`src/rtl/cpu_pkg.sv`:
```
// Shared definitions for the bus-based CPU: opcodes, IR field positions,
// control-sequencer states and instruction classes.
package cpu_pkg;

    localparam logic [4:0] OP_LD   = 5'b00000;
    localparam logic [4:0] OP_LDI  = 5'b00001;
    localparam logic [4:0] OP_ST   = 5'b00010;
    localparam logic [4:0] OP_ADD  = 5'b00011;
    localparam logic [4:0] OP_SUB  = 5'b00100;
    localparam logic [4:0] OP_AND  = 5'b00101;
    localparam logic [4:0] OP_OR   = 5'b00110;
    localparam logic [4:0] OP_SHR  = 5'b00111;
    localparam logic [4:0] OP_SHRA = 5'b01000;
    localparam logic [4:0] OP_SHL  = 5'b01001;
    localparam logic [4:0] OP_ROR  = 5'b01010;
    localparam logic [4:0] OP_ROL  = 5'b01011;
    localparam logic [4:0] OP_ADDI = 5'b01100;
    localparam logic [4:0] OP_ANDI = 5'b01101;
    localparam logic [4:0] OP_ORI  = 5'b01110;
    localparam logic [4:0] OP_MUL  = 5'b01111;
    localparam logic [4:0] OP_DIV  = 5'b10000;
    localparam logic [4:0] OP_NEG  = 5'b10001;
    localparam logic [4:0] OP_NOT  = 5'b10010;
    localparam logic [4:0] OP_NOP  = 5'b11010;
    localparam logic [4:0] OP_HALT = 5'b11011;

    localparam logic [4:0] ALU_ADD = OP_ADD;

    localparam int unsigned OPC_MSB = 31;
    localparam int unsigned OPC_LSB = 27;
    localparam int unsigned RA_MSB  = 26;
    localparam int unsigned RA_LSB  = 23;
    localparam int unsigned RB_MSB  = 22;
    localparam int unsigned RB_LSB  = 19;
    localparam int unsigned RC_MSB  = 18;
    localparam int unsigned RC_LSB  = 15;

    typedef enum logic [3:0] {
        S_RESET, S_T0, S_T1, S_T2, S_T3, S_T4, S_T5, S_T6, S_T7, S_HALT
    } state_e;

    typedef enum logic [3:0] {
        C_ALU_RR, C_ALU_IMM, C_UNARY, C_MULDIV, C_LD, C_LDI, C_ST, C_NOP, C_HALT
    } op_class_e;

endpackage

```
`src/rtl/op_class_decode.sv`:
```
// Combinational opcode-to-class map; unlisted opcodes fall into the nop class.
module op_class_decode
    import cpu_pkg::*;
(
    input  logic [4:0] opcode_i,
    output logic [3:0] op_class_o
);

    op_class_e cls;

    always_comb begin
        cls = C_NOP;
        case (opcode_i)
            OP_ADD, OP_SUB, OP_AND, OP_OR, OP_SHR,
            OP_SHRA, OP_SHL, OP_ROR, OP_ROL:  cls = C_ALU_RR;
            OP_ADDI, OP_ANDI, OP_ORI:         cls = C_ALU_IMM;
            OP_NEG, OP_NOT:                   cls = C_UNARY;
            OP_MUL, OP_DIV:                   cls = C_MULDIV;
            OP_LD:                            cls = C_LD;
            OP_LDI:                           cls = C_LDI;
            OP_ST:                            cls = C_ST;
            OP_HALT:                          cls = C_HALT;
            default:                          cls = C_NOP;
        endcase
    end

    assign op_class_o = cls;

endmodule

```
`src/rtl/control_unit.sv`:
```
// Hardwired control sequencer: fetch T0-T2, class-specific execute T3-T7,
// with pause/halt handling at instruction boundaries.
module control_unit
    import cpu_pkg::*;
(
    input  logic        Clock,
    input  logic        Reset_n,
    input  logic [31:0] IR,
    input  logic        Stop,
    output logic        PCout,
    output logic        Zhighout,
    output logic        Zlowout,
    output logic        MDRout,
    output logic        HIout,
    output logic        LOout,
    output logic        Cout,
    output logic        BAout,
    output logic        PCin,
    output logic        MARin,
    output logic        MDRin,
    output logic        IRin,
    output logic        Yin,
    output logic        Zin,
    output logic        HIin,
    output logic        LOin,
    output logic        IncPC,
    output logic        Gra,
    output logic        Grb,
    output logic        Grc,
    output logic        Rin,
    output logic        Rout,
    output logic        Read,
    output logic        Write,
    output logic [4:0]  alu_op,
    output logic        Run
);

    state_e     state_q, state_d;
    logic       halted_q, halted_d;
    logic [4:0] opcode;
    logic [3:0] class_raw;
    op_class_e  cls;
    logic       last_step;
    logic       unused_ir;

    assign opcode    = IR[OPC_MSB:OPC_LSB];
    assign unused_ir = ^IR[OPC_LSB-1:0];

    op_class_decode u_decode (
        .opcode_i   (opcode),
        .op_class_o (class_raw)
    );

    assign cls = op_class_e'(class_raw);

    always_comb begin
        last_step = 1'b0;
        case (state_q)
            S_T2:    last_step = (cls == C_NOP);
            S_T4:    last_step = (cls == C_UNARY);
            S_T5:    last_step = cls inside {C_ALU_RR, C_ALU_IMM, C_LDI};
            S_T6:    last_step = (cls == C_MULDIV);
            S_T7:    last_step = 1'b1;
            default: last_step = 1'b0;
        endcase
    end

    always_comb begin
        state_d  = state_q;
        halted_d = halted_q;
        case (state_q)
            S_RESET: state_d = S_T0;
            S_HALT:  if (!halted_q && !Stop) state_d = S_T0;
            default: begin
                if (state_q == S_T2 && cls == C_HALT) begin
                    state_d  = S_HALT;
                    halted_d = 1'b1;
                end else if (last_step) begin
                    state_d = Stop ? S_HALT : S_T0;
                end else begin
                    state_d = state_e'(state_q + 4'd1);
                end
            end
        endcase
    end

    always_ff @(posedge Clock or negedge Reset_n) begin
        if (!Reset_n) begin
            state_q  <= S_RESET;
            halted_q <= 1'b0;
        end else begin
            state_q  <= state_d;
            halted_q <= halted_d;
        end
    end

    // Moore decode of state; execute steps also look at the live IR class.
    always_comb begin
        {PCout, Zhighout, Zlowout, MDRout, HIout, LOout, Cout, BAout} = '0;
        {PCin, MARin, MDRin, IRin, Yin, Zin, HIin, LOin, IncPC}       = '0;
        {Gra, Grb, Grc, Rin, Rout, Read, Write}                       = '0;
        alu_op = '0;
        Run    = (state_q != S_RESET) && (state_q != S_HALT);
        case (state_q)
            S_T0: begin PCout = 1'b1; MARin = 1'b1; IncPC = 1'b1; Zin = 1'b1; end
            S_T1: begin Zlowout = 1'b1; PCin = 1'b1; Read = 1'b1; MDRin = 1'b1; end
            S_T2: begin MDRout = 1'b1; IRin = 1'b1; end
            S_T3: case (cls)
                C_ALU_RR, C_ALU_IMM: begin Grb = 1'b1; Rout = 1'b1; Yin = 1'b1; end
                C_UNARY:  begin Grb = 1'b1; Rout = 1'b1; Zin = 1'b1; alu_op = opcode; end
                C_MULDIV: begin Gra = 1'b1; Rout = 1'b1; Yin = 1'b1; end
                C_LD, C_LDI, C_ST: begin Grb = 1'b1; BAout = 1'b1; Yin = 1'b1; end
                default: ;
            endcase
            S_T4: case (cls)
                C_ALU_RR: begin Grc = 1'b1; Rout = 1'b1; Zin = 1'b1; alu_op = opcode; end
                C_ALU_IMM: begin Cout = 1'b1; Zin = 1'b1; alu_op = opcode; end
                C_UNARY:  begin Zlowout = 1'b1; Gra = 1'b1; Rin = 1'b1; end
                C_MULDIV: begin Grb = 1'b1; Rout = 1'b1; Zin = 1'b1; alu_op = opcode; end
                C_LD, C_LDI, C_ST: begin Cout = 1'b1; Zin = 1'b1; alu_op = ALU_ADD; end
                default: ;
            endcase
            S_T5: case (cls)
                C_ALU_RR, C_ALU_IMM, C_LDI: begin Zlowout = 1'b1; Gra = 1'b1; Rin = 1'b1; end
                C_MULDIV:   begin Zlowout = 1'b1; LOin = 1'b1; end
                C_LD, C_ST: begin Zlowout = 1'b1; MARin = 1'b1; end
                default: ;
            endcase
            S_T6: case (cls)
                C_MULDIV: begin Zhighout = 1'b1; HIin = 1'b1; end
                C_LD:     begin Read = 1'b1; MDRin = 1'b1; end
                C_ST:     begin Gra = 1'b1; Rout = 1'b1; MDRin = 1'b1; end
                default: ;
            endcase
            S_T7: case (cls)
                C_LD:    begin MDRout = 1'b1; Gra = 1'b1; Rin = 1'b1; end
                C_ST:    Write = 1'b1;
                default: ;
            endcase
            default: ;
        endcase
    end

endmodule

```
`config.mk`:
```
export PLATFORM = sky130hd
export DESIGN_NAME = control_unit
export DESIGN_NICKNAME = d
export VERILOG_FILES = /design/src/rtl/cpu_pkg.sv /design/src/rtl/op_class_decode.sv /design/src/rtl/control_unit.sv
export SDC_FILE = /design/constraint.sdc
export NUM_CORES = 1
export LEC_CHECK = 0
export CAP_MARGIN = 20
export CORE_ASPECT_RATIO = 0.6
export CORE_MARGIN = 3
export CORE_UTILIZATION = 42
export DETAILED_ROUTE_END_ITERATION = 8
export PLACE_DENSITY = 0.94
export SETUP_SLACK_MARGIN = 0.15
export SKIP_LAST_GASP = 1
export SYNTH_ARGS = -nofsm -noshare
export SYNTH_HDL_FRONTEND = slang
export SYNTH_SLANG_ARGS = --single-unit
export TNS_END_PERCENT = 20
```
`constraint.sdc`:
```
create_clock -name Clock -period 5.5 [get_ports Clock]
set_input_delay 1.1 -clock Clock [delete_from_list [all_inputs] [get_ports Clock]]
set_output_delay 1.1 -clock Clock [all_outputs]
set_load 0.1 [all_outputs]
```
==> out/qor.yml, run 1 <==
status:
  status: "finished clean"
synthesis:
  synth_compound_area_share_pct: 28.62
  synth_area_sq_um: 1132
  synth_top_cells_by_area: "dfrtp_1 11%, ha_1 7.7%, nand2_1 5.6%"
  synth-seq-cells: 5
  yosysSeqAreaShare_pct: 11.05
  ys_types: 60
  synthAdderAreaFrac_pct: 7.735
  synthArstFlopShare_pct: 100.0
  synth_xor_area_share_pct: 2.320
  syn_avg_cell_area_sq_um: 7.401
  synth_simple_gate_area_share_pct: 36.35
  synth_edf_count: 0
  yosysWarnings: 0
  synth_largest_area_cell: "dfrtp_1"
  synthFlopType: "dfrtp_1"
  netlist.area_leader.share_pct: 11.05
  synthCells: 153
  synth_top_family_by_area: "simple AND/OR/NAND/NOR gates"
  synthMuxAreaShare_pct: 2.873
job:
  max_cap_viol_count: 0
critical_path:
  worstReg2RegEnd: "state_q[1]"
  path_cells: "clkdlybuf4s50_1, ha_1, nand2b_1, o21ai_1, nor2_2, o211ai_2, a31oi_1, nand2_1, buf_4"
  cp_max_fo: 14
  worst_setup_path_end_kind: "output pin"
  cp-start-kind: "input pin"
  crit_path_end: "Zin"
  r2r_cells: 8
  cp.required_ns: 4.40
  reg2reg_from: "state_q[1]"
  cp_slowest_stage_delay_ns: 0.51
  cp_slowest_cell: "clkdlybuf4s50_1"
  rrSetupSlack_ns: 3.37
  startpoint: "IR[28]"
  crit_arrival_ns: 3.76
  critPathKind: "in2out"
route:
  detail_route.wl_per_cell_microns: 16.38
  ant_nets: 0
  drtPass1Iterations: 4
  drt-total-wl_microns: 3456
  drc: 0
  viasPerCell: 6.161
  first_iter_violations: 188
  vias: 1300
sta:
  setup_tns_ns: 0
  worst_slew_pin_slew_ns: 0.9667
  finalHoldViolations: 0
  clock-skew-final_ns: 0.003912
  max-slew-margin-rel_pct: 35.35
  finalCritPeriodShare_pct: 88.40
  min_period_ns: 4.862
  finalSetupViolations: 0
  rsz0062_at_grt: "no"
  drv_slew: 0
  max_freq_mhz: 205.7
clock_tree:
  htree_levels: 1
  ctsHoldBuffers: 0
  root_buffer: "clkbuf_8"
  cts_tree: "built"
  cts_buffer_depth: 2
  clock_latency_ns: 0.23
  cts.clk_slew.worst_paths_ns: 0.04
  numCtsBuffers: 3
  cts_setup_buffers: 0
  cts-resized-gates: 0
  clkSinkCount: 5
global_routing:
  gr-usage-all-layers_pct: 21.10
  overflow: 0
  grt_antenna_before_repair: 0
  grt_pass1_wl_microns: 5423
  grt_pass1_vias: 1152
  grt_max_degree: 21
die:
  core_sq_um: 2359
  dieArea_sq_um: 3375
  io_pins: 65
  die_h_microns: 46.22
  rows: 13
  initial_core_util_pct: 48.01
  fp.dieW_microns: 73.03
cells_and_area:
  antenna_cells: 0
  final_nets: 224
  drive_gt1_share_pct: 24.31
  fill_cells: 218
  layout.cells.non_filler: 211
  synthToLayoutAreaGrowth_pct: 25.63
  fin_util_pct: 60.32
hold_path:
  min_from: "halted_q"
  hp-class: "reg2reg"
power_and_ir_drop:
  leakage_uw: 0.0006517
  power.density_nw_per_um2: 613.0
  finalPower_uw: 872.1
  vdd_drop_max_v: 0.0002934
placed_design:
  place.gp.congestion: 0.9483
  dp_hpwl_microns: 2740
  dp_cells: 207
  port_buffers: 35
-- cells by family after synthesis --
| logic type | count (synthesis) |
|---|---|
| AO/OA/AOI/OAI | 42 |
| XOR/XNOR | 3 |
| multiplexers | 2 |
| AND/OR/NAND/NOR | 73 |
| flip-flops | 5 |
| other | 1 |
| adder cells (fa/ha/maj) | 7 |
| buffers and inverters | 20 |
-- Yosys cell counts (all sizes together), types with 4 or more instances --
| library cell | number |
|---|---|
| nand2b | 4 |
| nand3b | 4 |
| inv | 8 |
| or2 | 4 |
| dfrtp | 5 |
| nor3 | 6 |
| nand2 | 17 |
| ha | 7 |
| o21ai | 10 |
| buf | 11 |
| o211ai | 4 |
| nor2 | 15 |
| nand3 | 6 |
| nor2b | 4 |
| a21oi | 9 |
-- critical path: cells and delay by family --
kind / cells / cell delay, ns
simple gates: 3 / 0.63
compound gates: 3 / 0.76
fa+ha+maj: 1 / 0.51
buf+inv: 2 / 0.76
-- cells in the final DEF (no fill, tap or decap), drive strengths merged, types with 3 or more instances in the layout --
cell type,n
buf,23
nand2,17
nor2,15
clkdlybuf4s50,12
o21ai,10
a21oi,9
inv,8
ha,7
nand3,6
nor3,6
dfrtp,5
nand2b,4
nand3b,4
nor2b,4
clkbuf,4
or2,4
o211ai,4
or3,3
and3,3
o211a,3
a211oi,3
-- metrics by stage --
stage	worst slack [ns]	cell area [sq um]	hold WS (ns)
after global placement	0.8215	1378	0.4535
after detailed placement	0.7207	1378	0.4614
after global routing	0.4921	1423	0.4839
after CTS	0.7271	1423	0.4695
after floorplan	0.2404	1136	0.4426
final	0.6378	1423	0.4721
-- how the worst min path moves through the flow --
stage / to / depth (start not counted)
2_1_floorplan: halted_q / 1
3_3_place_gp: halted_q / 1
3_5_place_dp: halted_q / 1
4_1_cts: halted_q / 1
5_1_grt: halted_q / 1
6_report: halted_q / 1
-- area by class of cell --
cell class | instances | area, sq um | area share, %
Sequential cell | 5 | 125.1 | 8.795
Timing Repair Buffer | 35 | 292.8 | 20.58
Inverter | 8 | 32.53 | 2.287
Multi-Input combinational cell | 129 | 889.6 | 62.53
Clock buffer | 4 | 45.04 | 3.166
Tap cell | 30 | 37.54 | 2.639
-- state kept, by name (all words and copies together) (netlist names) --
name,flops
halted_q,1
state_q,4
-- where the power goes --
group	internal, uW	switching (uW)
Sequential	53.2	36.2
Clock	50.1	21.9
Combinational	175	536
-- routing by layer --
layer  wire, microns  global-route usage, %  vias up
met5               0                      0        -
met4              50                  8.088        0
met3             456                  3.922        5
met2            1491                  34.28       92
met1            1457                  27.95      599
li1                -                      -      604
Note: power is estimated with default switching activity, not from simulation.
==> run 2: changes to the inputs <==
Settings changed: CORE_UTILIZATION 42 to 38, PLACE_DENSITY 0.94 to 0.89, SYNTH_HIERARCHICAL set to 1.
Clock period 5.5 ns to 5.54 ns, I/O delays scaled along.
==> out/qor.yml, run 2 <==
status:
  status: "finished clean"
placed_design:
  dp_cells: 193  # -6.8%
  dp_hpwl_microns: 2370  # -13%
  place.gp.congestion: 0.8777  # -7.4%
  port_buffers: 35  # unchanged
power_and_ir_drop:
  leakage_uw: 0.0007182  # +10%
  switching_share_pct: 64.61  # -3.5 points
  vdd_drop_max_v: 0.0003710  # +26%
  internal_power_uw: 332.7  # +20%
  finalPower_uw: 940.1  # +7.8%
  power.density_nw_per_um2: 617.4  # +0.70%
  combPwrFrac_pct: 83.7  # +2.2 points
  p_seq_share_pct: 9.1  # -1.1 points
  p_sw_uw: 607.3  # +2.3%
  clkPwrFrac_pct: 7.2  # -1.1 points
clock_tree:
  ctsHoldBuffers: 0  # unchanged
  cts_tree: "built"
  root_buffer: "clkbuf_8"
  cts_buffer_depth: 2  # unchanged
  cts_setup_buffers: 0  # unchanged
  cts-resized-gates: 0  # unchanged
  clock_latency_ns: 0.22  # about the same
  cts.clk_slew.worst_paths_ns: 0.03  # about the same
  clkSinkCount: 5  # unchanged
  htree_levels: 1  # unchanged
  numCtsBuffers: 3  # unchanged
cells_and_area:
  multi_input_area_sq_um: 797.0  # -10%
  final_nets: 208  # -7.1%
  layout_common_cells: "13 x buf_12, 12 x clkdlybuf4s50_1, 12 x buf_4"
  largest_reg_flops: 4  # unchanged
  layout.cells.non_filler: 197  # -6.6%
  synthToLayoutAreaGrowth_pct: 41.84
  drive_gt1_share_pct: 29.70  # +5.4 points
  seq_area_sq_um: 125.1  # unchanged
  antenna_cells: 0  # unchanged
  fill_cells: 231  # +6.0%
  top_regs: "state_q: 4 flops, halted_q: 1 flops"
  fin_util_pct: 58.74  # -1.6 points
  regMostFlops: "state_q"
  final_common_cell: "buf_12"
critical_path:
  cp_max_fo: 8  # -6
  critPathKind: "in2out"
  crit_arrival_ns: 4.00  # +0.24 ns
  cp-start-kind: "input pin"
  worst_setup_path_end_kind: "output pin"
  r2r_cells: 7  # -1
  cp.required_ns: 4.43  # +0.03 ns
die:
  dieArea_sq_um: 3520  # +4.3%
  initial_core_util_pct: 41.41  # -6.6 points
  core_sq_um: 2592  # +9.9%
  die_h_microns: 47.17  # +2.1%
  io_pins: 65  # unchanged
  rows: 14  # +1
  fp.dieW_microns: 74.62  # +2.2%
synthesis:
  synth_top_cells_by_area: "dfrtp_1 12%, ha_1 8.2%, buf_6 6.3%"
  synth_area_sq_um: 1074  # -5.2%
  syn_avg_cell_area_sq_um: 7.894  # +6.7%
  synth_common_cells: "11 x inv_1, 10 x nor2_1, 9 x a21oi_1, 9 x nand2_1"
  synth_largest_area_cell: "dfrtp_1"
  synth.most_common_cell: "inv_1"
  yosysSeqAreaShare_pct: 11.66  # +0.61 points
  ys_types: 48  # -20%
  synth_edf_count: 0  # unchanged
  synthFlopType: "dfrtp_1"
  synthArstFlopShare_pct: 100.0  # unchanged
  synthCells: 136  # -11%
  yosysWarnings: 6  # +6
  synth-seq-cells: 5  # unchanged
  netlist.area_leader.share_pct: 11.66  # +0.61 points
global_routing:
  grt_max_degree: 13  # -38%
  grt_pass1_wl_microns: 4595  # -15%
  grt_pass1_vias: 1035  # -10%
  gr-usage-all-layers_pct: 17.27  # -3.8 points
  overflow: 0  # unchanged
  grt_antenna_before_repair: 0  # unchanged
route:
  drc: 0  # unchanged
  vias: 1087  # -16%
  viasPerCell: 5.518  # -10%
  drt-total-wl_microns: 2894  # -16%
  ant_nets: 0  # unchanged
  drtPass1Iterations: 4  # unchanged
  detail_route.wl_per_cell_microns: 14.69  # -10%
  first_iter_violations: 82  # -56%
hold_path:
  hp-class: "reg2reg"
  hold_depth: 1  # unchanged
sta:
  finalHoldViolations: 0  # unchanged
  drv_slew: 0  # unchanged
  worst_slew_pin_slew_ns: 0.9756  # +0.008910 ns
  finalSetupViolations: 0  # unchanged
  holdWs_ns: 0.4570  # -0.01515 ns
  max-slew-margin-rel_pct: 34.76  # -0.60 points
  max_freq_mhz: 195.8
  rsz0062_at_grt: "no"
  clock-skew-final_ns: 0.001684  # -0.002228 ns
  min_period_ns: 5.107
  finalCritPeriodShare_pct: 92.18
  setup_tns_ns: 0  # unchanged
job:
  max_cap_viol_count: 0  # unchanged
[run 2: cell count changes after synthesis, sizes merged, moves of 4 or more]
cell	delta
nor2	-4
and2	+6
or2	-4
nand2	-6
inv	+4
[run 2: logic make-up after synthesis]
kind of cell               after synthesis  synth area share, %
and+or+nand+nor                         61                39.16
AOI/OAI and AO/OA                       32                21.21
buffers and inverters                   25                15.15
adders and majority gates                7                8.158
DFF                                      5                11.66
xor gates and xnor gates                 3                2.448
muxes                                    2                1.865
other                                    1               0.3493
[run 2: metrics by stage]
step / area (sq um) / setup WS (ns)
5_1_grt: 1523 / 0.2968
6_report: 1523 / 0.4332
3_5_place_dp: 1478 / 0.4882
2_1_floorplan: 1085 / 0.1456
4_1_cts: 1523 / 0.4841
3_3_place_gp: 1478 / 0.5743
[run 2: critical path: stages]
cell and delay [ns]:
clkdlybuf4s50_1 0.52, inv_1 0.06, ha_1 0.27, a22oi_1 0.08, o211ai_1 0.65, buf_4 0.26
xnor2_1 0.12, a21oi_1 0.13, a32oi_1 0.43, nand2_1 0.18, buf_12 0.20
[run 2: final timing paths]
| kind | from | endpoint | slack [ns] |
|---|---|---|---|
| max | IR[27] | Zin | 0.43 |
| min | halted_q | halted_q | 0.46 |
| max reg2reg | state_q[1] | state_q[0] | 3.73 |
| min reg2reg | halted_q | halted_q | 0.46 |
| max in group asynchronous | Reset_n | state_q[3] | 4.23 |
| min in group asynchronous | Reset_n | state_q[1] | 1.11 |
[run 2: per-layer routing]
layer  GRT usage (%)  wire length (microns)  vias up  part of all wire [%]
li1                -                      -      528                     -
met4           4.255                     14        0                  0.48
met5               0                      0        -                     0
met1           22.25                   1325      510                    46
met3           4.701                    266        3                   9.2
met2           29.14                   1288       46                    45
[run 2: area by class of cell]
type / instances / share of cell area [%]
multi-input combinational: 107 / 52.34
timing repair buffer: 37 / 30.90
sequential: 5 / 8.217
clock buffer: 4 / 2.958
inverter: 12 / 2.958
tap: 32 / 2.629
[run 2: power by group through the flow]
stage	Combinational [uW]	Sequential, uW	Clock, uW
after floorplan	625	63.4	0
after global placement	772	81.8	0
after CTS	789	83.9	69.9
final	787	85.3	67.8
after global routing	820	86.6	73.7
after detailed placement	787	84.3	0
